## src/rtl/shift_pkg.sv

```systemverilog
// Shared encodings for the sequential shift register.
//   op_e    : 3-bit operation code presented on the Op port.
//   state_e : control FSM states (IDLE accepts requests, SHIFT steps, DONE pulses).
package shift_pkg;

  typedef enum logic [2:0] {
    OP_LOAD  = 3'b000,
    OP_SLL   = 3'b001,
    OP_SRL   = 3'b010,
    OP_SRA   = 3'b011,
    OP_ROL   = 3'b100,
    OP_ROR   = 3'b101,
    OP_CLEAR = 3'b110,
    OP_NOP   = 3'b111
  } op_e;

  typedef enum logic [1:0] {
    ST_IDLE  = 2'b00,
    ST_SHIFT = 2'b01,
    ST_DONE  = 2'b10
  } state_e;

endpackage

```

## src/rtl/shift_step.sv

```systemverilog
// Combinational single-bit step of the shift register.
//   q_i       : current register contents
//   op_i      : operation code (only shift/rotate codes change q_o)
//   serial_in : fill bit for logical shifts
//   q_o       : register contents after one 1-bit step
//   bit_out   : the bit that leaves the register on this step
module shift_step
  import shift_pkg::*;
#(
  parameter int WIDTH = 8
) (
  input  logic [WIDTH-1:0] q_i,
  input  logic [2:0]       op_i,
  input  logic             serial_in,
  output logic [WIDTH-1:0] q_o,
  output logic             bit_out
);

  // NOTE: every output gets a default before the case so that no path leaves
  // it unassigned, which would otherwise infer a latch.
  always_comb begin
    q_o     = q_i;
    bit_out = 1'b0;
    case (op_e'(op_i))
      OP_SLL: begin
        q_o     = {q_i[WIDTH-2:0], serial_in};
        bit_out = q_i[WIDTH-1];
      end
      OP_SRL: begin
        q_o     = {serial_in, q_i[WIDTH-1:1]};
        bit_out = q_i[0];
      end
      OP_SRA: begin
        q_o     = {q_i[WIDTH-1], q_i[WIDTH-1:1]};
        bit_out = q_i[0];
      end
      OP_ROL: begin
        q_o     = {q_i[WIDTH-2:0], q_i[WIDTH-1]};
        bit_out = q_i[WIDTH-1];
      end
      OP_ROR: begin
        q_o     = {q_i[0], q_i[WIDTH-1:1]};
        bit_out = q_i[0];
      end
      default: ;
    endcase
  end

endmodule

```

## src/rtl/seq_shift_reg.sv

```systemverilog
// Sequential shift register: parallel load/clear, and multi-bit shifts or
// rotates carried out one bit per clock.
//   Clk        : clock, rising edge
//   Reset      : asynchronous active-low reset
//   Start      : request, sampled only in IDLE
//   Op         : operation code (see shift_pkg::op_e)
//   Load_data  : parallel load value
//   Shamt      : shift amount in bits
//   Serial_in  : fill bit for SLL/SRL
//   Q          : register contents
//   Busy       : high while shifting
//   Done       : one-cycle completion pulse
//   Serial_out : last bit shifted out
module seq_shift_reg
  import shift_pkg::*;
#(
  parameter int               WIDTH     = 8,
  parameter logic [WIDTH-1:0] RESET_VAL = '0
) (
  input  logic                     Clk,
  input  logic                     Reset,
  input  logic                     Start,
  input  logic [2:0]               Op,
  input  logic [WIDTH-1:0]         Load_data,
  input  logic [$clog2(WIDTH)-1:0] Shamt,
  input  logic                     Serial_in,
  output logic [WIDTH-1:0]         Q,
  output logic                     Busy,
  output logic                     Done,
  output logic                     Serial_out
);

  localparam int CW = $clog2(WIDTH);

  state_e           state_q, state_d;
  op_e              op_q,    op_d;
  logic [CW-1:0]    cnt_q,   cnt_d;
  logic [WIDTH-1:0] q_q,     q_d;
  logic             so_q,    so_d;

  logic [WIDTH-1:0] step_q;
  logic             step_bit;

  // Step logic works from the latched op so mid-operation Op changes are inert.
  shift_step #(.WIDTH(WIDTH)) u_step (
    .q_i       (q_q),
    .op_i      (op_q),
    .serial_in (Serial_in),
    .q_o       (step_q),
    .bit_out   (step_bit)
  );

  always_comb begin
    state_d = state_q;
    op_d    = op_q;
    cnt_d   = cnt_q;
    q_d     = q_q;
    so_d    = so_q;
    case (state_q)
      ST_IDLE: begin
        if (Start) begin
          state_d = ST_DONE;
          case (op_e'(Op))
            OP_LOAD:  q_d = Load_data;
            OP_CLEAR: q_d = '0;
            OP_NOP:   ;
            default: begin
              // Zero-length shifts complete immediately without entering SHIFT.
              if (Shamt != '0) begin
                op_d    = op_e'(Op);
                cnt_d   = Shamt;
                state_d = ST_SHIFT;
              end
            end
          endcase
        end
      end
      ST_SHIFT: begin
        q_d   = step_q;
        so_d  = step_bit;
        cnt_d = cnt_q - 1'b1;
        if (cnt_q == CW'(1)) state_d = ST_DONE;
      end
      ST_DONE: state_d = ST_IDLE;
      default: state_d = ST_IDLE;
    endcase
  end

  // NOTE: sequential state is updated with non-blocking assignments so all
  // flops sample their _d values from the same pre-edge snapshot.
  always_ff @(posedge Clk or negedge Reset) begin
    if (!Reset) begin
      state_q <= ST_IDLE;
      op_q    <= OP_NOP;
      cnt_q   <= '0;
      q_q     <= RESET_VAL;
      so_q    <= 1'b0;
    end else begin
      state_q <= state_d;
      op_q    <= op_d;
      cnt_q   <= cnt_d;
      q_q     <= q_d;
      so_q    <= so_d;
    end
  end

  // Status outputs decode the state register directly, so reset clears them
  // without waiting for a clock edge.
  assign Q          = q_q;
  assign Busy       = (state_q == ST_SHIFT);
  assign Done       = (state_q == ST_DONE);
  assign Serial_out = so_q;

endmodule

```

## config.mk

```make
export PLATFORM = sky130hd
export DESIGN_NAME = seq_shift_reg
export DESIGN_NICKNAME = d
export VERILOG_FILES = /design/src/rtl/shift_pkg.sv /design/src/rtl/shift_step.sv /design/src/rtl/seq_shift_reg.sv
export SDC_FILE = /design/constraint.sdc
export NUM_CORES = 1
export LEC_CHECK = 0
export BUFFER_PORTS_ARGS = -buffer_cell sky130_fd_sc_hd__buf_2
export CAP_MARGIN = 20
export CORE_ASPECT_RATIO = 0.75
export CORE_MARGIN = 2
export CORE_UTILIZATION = 52
export DETAILED_ROUTE_END_ITERATION = 7
export PLACE_DENSITY = 0.8
export SYNTH_ARGS = -nofsm -noshare
export SYNTH_HDL_FRONTEND = slang
export SYNTH_SLANG_ARGS = --single-unit
```

## constraint.sdc

```tcl
create_clock -name Clk -period 2.1 [get_ports Clk]
set_input_delay 0.105 -clock Clk [delete_from_list [all_inputs] [get_ports Clk]]
set_output_delay 0.105 -clock Clk [all_outputs]
set_load 0.02 [all_outputs]
```

==> results.md <==
- The flow ran to the end, and the final reports show no timing, DRC or antenna violations.
- The synthesis-stage register bit count is 17.
- The fraction of layout instances using a drive strength above 1 is 34.8%.
- The leftover overflow at the end of global routing is 0.
- Along the worst path, the maximum fanout reaches 14.
- The routed via count divided by cell count is approximately 6.
- Clock-pin slew was measured on the worst setup and hold paths at approximately 0.10 ns.
- The number of antenna violations at the first check in global routing is 0.
- The netlist uses 42 different library cells.
- VDD sags by at most around 0.8 mV.
- The detailed-placement wirelength estimate is 2020 µm.
- The number of rows created at floorplan is 14.
- Entering global routing, the biggest net connects 18 pins.
- The power density over the cells is ~1600 nW/µm².
- After layout, the design draws a total of approximately 2100 µW.
- The critical path ends at Q[3].
- After synthesis, the share of flip-flops with an asynchronous set or reset is 100%.
- The CTS sink count is 17.
- Across the routed clock network, the largest skew measured is 0.00431 ns.
- At the worst endpoint, the arrival time is 2.01 ns.
- The tree is rooted in a sky130_fd_sc_hd__clkbuf_4.
- The startpoint type of the worst setup path is a register.
- The dominant cell type by area after synthesis is sky130_fd_sc_hd__dfrtp_1.
- Synthesis handed over a netlist of ~120 instances.
- The number of levels in the clock H-tree is 1.
- Once the clock tree was built, the setup fixing pass inserted 0 buffers.
- The quantity of hold-fixing buffers added after cts is 1.
- Static timing analysis puts the maximum clock frequency at around 550 MHz.
- The dominant synthesized flop cell is sky130_fd_sc_hd__dfrtp_1.
- STA classifies the critical path endpoint as a register.
- Gates resized during post-CTS repair numbered 0.
- After detailed routing, the number of remaining DRC violations is 0.
- For the final routed database, the setup TNS stands at 0 ns.
- TritonCTS built the clock tree.
- The via count of the first global-routing pass is ~890.
- The worst register-to-register path has a setup slack of between 0.2 and 0.3 ns.
- The cell area that synthesis handed to floorplanning was between 1000 and 1500 µm².
- The effective utilization at floorplan is a little under three fifths.
- The first routing iteration left 59 violations.
- The smallest clock period supported by the final layout is computed as ~1.8 ns.
- Dividing the detail-routed wire length by the instance count gives 16.6 µm.
- The total detailed-routing wirelength is between 2000 and 3000 µm.
- Setup repair after global routing left no endpoint under its margin.
- The longest clock path from root to sink contains 2 buffers.
- The cell area reported after detailed placement is 1300 µm².
- In the post-synthesis netlist, the biggest area contributors are sky130_fd_sc_hd__dfrtp_1 (29%), sky130_fd_sc_hd__mux2_2 (9.4%), sky130_fd_sc_hd__dfstp_2 (6.6%).
- The die is 59.3 µm wide.
- The number of search-and-repair iterations in the first detailed-routing pass is 4.
- The met3 routed wirelength is about 240 µm.
- The total nets after synthesis is approximately 140.
- The count of final max-slew check failures is 0.
- The count of buffers from port buffering is 28.
- The required time of the critical path is between 2 and 2.5 ns.
- The die area is 2700 µm².
- The floorplan step defined a core boundary enclosing between 2000 and 2500 µm².
- The number of cells on the worst reg-to-reg path is 5.
- The final route contains 991 vias.
- The leakage power of the design is approximately 0.0006 µW.
- The number of clock buffers added by TritonCTS is 3.
- The number of hold violations in the final report is 0.
- The congestion estimate from routability-driven global placement came to about 0.84.
- The startpoint identified for the worst register-to-register timing path is state_q[1].
- Once layout is done, the placed cells without fillers occupy around 1300 µm².
- Once detail routing completed, the nets flagged for antenna violations numbered 0.
- The number of enable flip-flop cells after synthesis is 0.
- The type of the setup path with the least slack is reg -> reg.
- The actual slew at the worst max-slew pin is approximately 0.54 ns.
- The area share of the leading cell type in the synthesized netlist is between 20 and 30%.
- The final setup violation count is 0.
- The average cell area after synthesis is just over 10 µm².
- The relative area change from synthesis to final layout is 12.2%.
- After layout, the worst path uses 86.4% of the clock period.
- The clock insertion delay at the later pin of the skew report is approximately 0.3 ns.
- The yosys synthesis warning count is 0.
- The final layout contains approximately 160 nets.
- In this run the tightest slew margin relative to its limit is between 60% and 70%.
- The die is 45.5 µm tall.
- The critical path starts at state_q[1].
- The tightest min-delay check is of the in -> reg type.
- The detailed router used layers up to and including met4.
- The wire length of the first global-routing pass is 4490 µm.
- Detailed routing placed a total of roughly 1200 µm of wire on met2.
- The top-level I/O count is 29.
- The number of antenna cells inserted is 0.
- The combined global-route utilization of all metal layers is 22.6%.
- The endpoint identified for the worst register-to-register timing path is Q[3].
- After detailed routing, the wire length on met1 is between 1000 and 1500 µm.
- The share of the yosys chip area belonging to registers is 36.0%.
- Across the run, the number of max-cap violations was 0.
==> flip-flops by register name, indices dropped and copies added, names as in the netlist <==
name and flops:
Serial_out 1, cnt_q 3, state_q 2, op_q 3, Q 8
==> layer usage <==
layer | vias up | global-route usage, %
met3 | 3 | 5.97
met2 | 43 | 31.4
li1 | 482 | -
met1 | 463 | 34.5
met4 | 0 | 5.45
met5 | - | 0
==> cells in the final DEF (no fill, tap or decap), types with 3 or more instances in the layout <==
master	count
sky130_fd_sc_hd__mux2_2	10
sky130_fd_sc_hd__nor3b_1	7
sky130_fd_sc_hd__dfrtp_1	14
sky130_fd_sc_hd__dfstp_2	3
sky130_fd_sc_hd__a21oi_1	6
sky130_fd_sc_hd__nand2b_1	4
sky130_fd_sc_hd__nor2b_1	5
sky130_fd_sc_hd__nand2_1	6
sky130_fd_sc_hd__clkbuf_4	3
sky130_fd_sc_hd__and2_1	3
sky130_fd_sc_hd__nor3_1	4
sky130_fd_sc_hd__inv_1	5
sky130_fd_sc_hd__o21ai_0	3
sky130_fd_sc_hd__buf_2	28
sky130_fd_sc_hd__a221o_1	6
sky130_fd_sc_hd__mux2i_1	5
==> per-stage QoR <==
step | util [%] | hold slack (ns) | setup slack (ns) | instances
2_1_floorplan | - | -0.191 | 0.377 | 116
3_3_place_gp | 62.5 | 0.0491 | 0.334 | 160
3_5_place_dp | 62.5 | 0.0468 | 0.321 | 160
4_1_cts | 64.2 | 0.0923 | 0.297 | 165
5_1_grt | 64.2 | 0.0903 | 0.216 | 165
6_report | 64.2 | 0.0993 | 0.285 | 165
==> synth_stat cells, types with 3 or more instances <==
master                     count
sky130_fd_sc_hd__mux2i_1       5
sky130_fd_sc_hd__nor3_1        4
sky130_fd_sc_hd__dfstp_2       3
sky130_fd_sc_hd__a221o_1       6
sky130_fd_sc_hd__nand2b_1      4
sky130_fd_sc_hd__o21ai_0       3
sky130_fd_sc_hd__dfrtp_1      14
sky130_fd_sc_hd__nor2b_1       5
sky130_fd_sc_hd__a21oi_1       6
sky130_fd_sc_hd__nand2_1       6
sky130_fd_sc_hd__and2_1        3
sky130_fd_sc_hd__nor3b_1       7
sky130_fd_sc_hd__inv_1         5
sky130_fd_sc_hd__mux2_2       10
==> critical path, stage by stage, from the launching register on <==
cell and delay, ns:
sky130_fd_sc_hd__dfrtp_1 0.57, sky130_fd_sc_hd__nand2b_4 0.28, sky130_fd_sc_hd__inv_4 0.11, sky130_fd_sc_hd__and3_4 0.19
sky130_fd_sc_hd__a221o_1 0.30, sky130_fd_sc_hd__mux2_2 0.26
==> worst min-delay path by stage <==
stage / start / to / slack [ns] / cells past startpoint
after global placement: Reset / Q[7] / 0.05 / 1
after detailed placement: Reset / Q[7] / 0.05 / 1
after floorplan: Reset / Q[0] / -0.19 / 0
after CTS: Op[0] / op_q[0] / 0.09 / 2
final: Op[0] / op_q[0] / 0.1 / 2
after global routing: Op[0] / op_q[0] / 0.09 / 2
==> layout make-up <==
class / count / area [µm²]
multi-input cells: 85 / 678
flip-flops and latches: 17 / 429
repair buffers: 29 / 150
inverters: 6 / 25.0
clock buffers: 4 / 26.3
fillers: 176 / 746
well taps: 24 / 30.0
==> cells by family after synthesis <==
group           after synthesis  share of synthesized area (%)
mux                          15                           13.6
flops                        17                           36.0
xor+xnor                      2                           1.47
simple gates                 38                           22.1
fa+ha+maj                     2                           2.10
buf+inv                      14                           7.23
compound gates               28                           17.5
==> power breakdown <==
| part | switching [µW] | internal (µW) |
|---|---|---|
| logic | 600 | 563 |
| clock network | 106 | 74.2 |
| registers | 281 | 516 |
| total | 988 | 1150 |
Power figures use the tool's default switching activity.
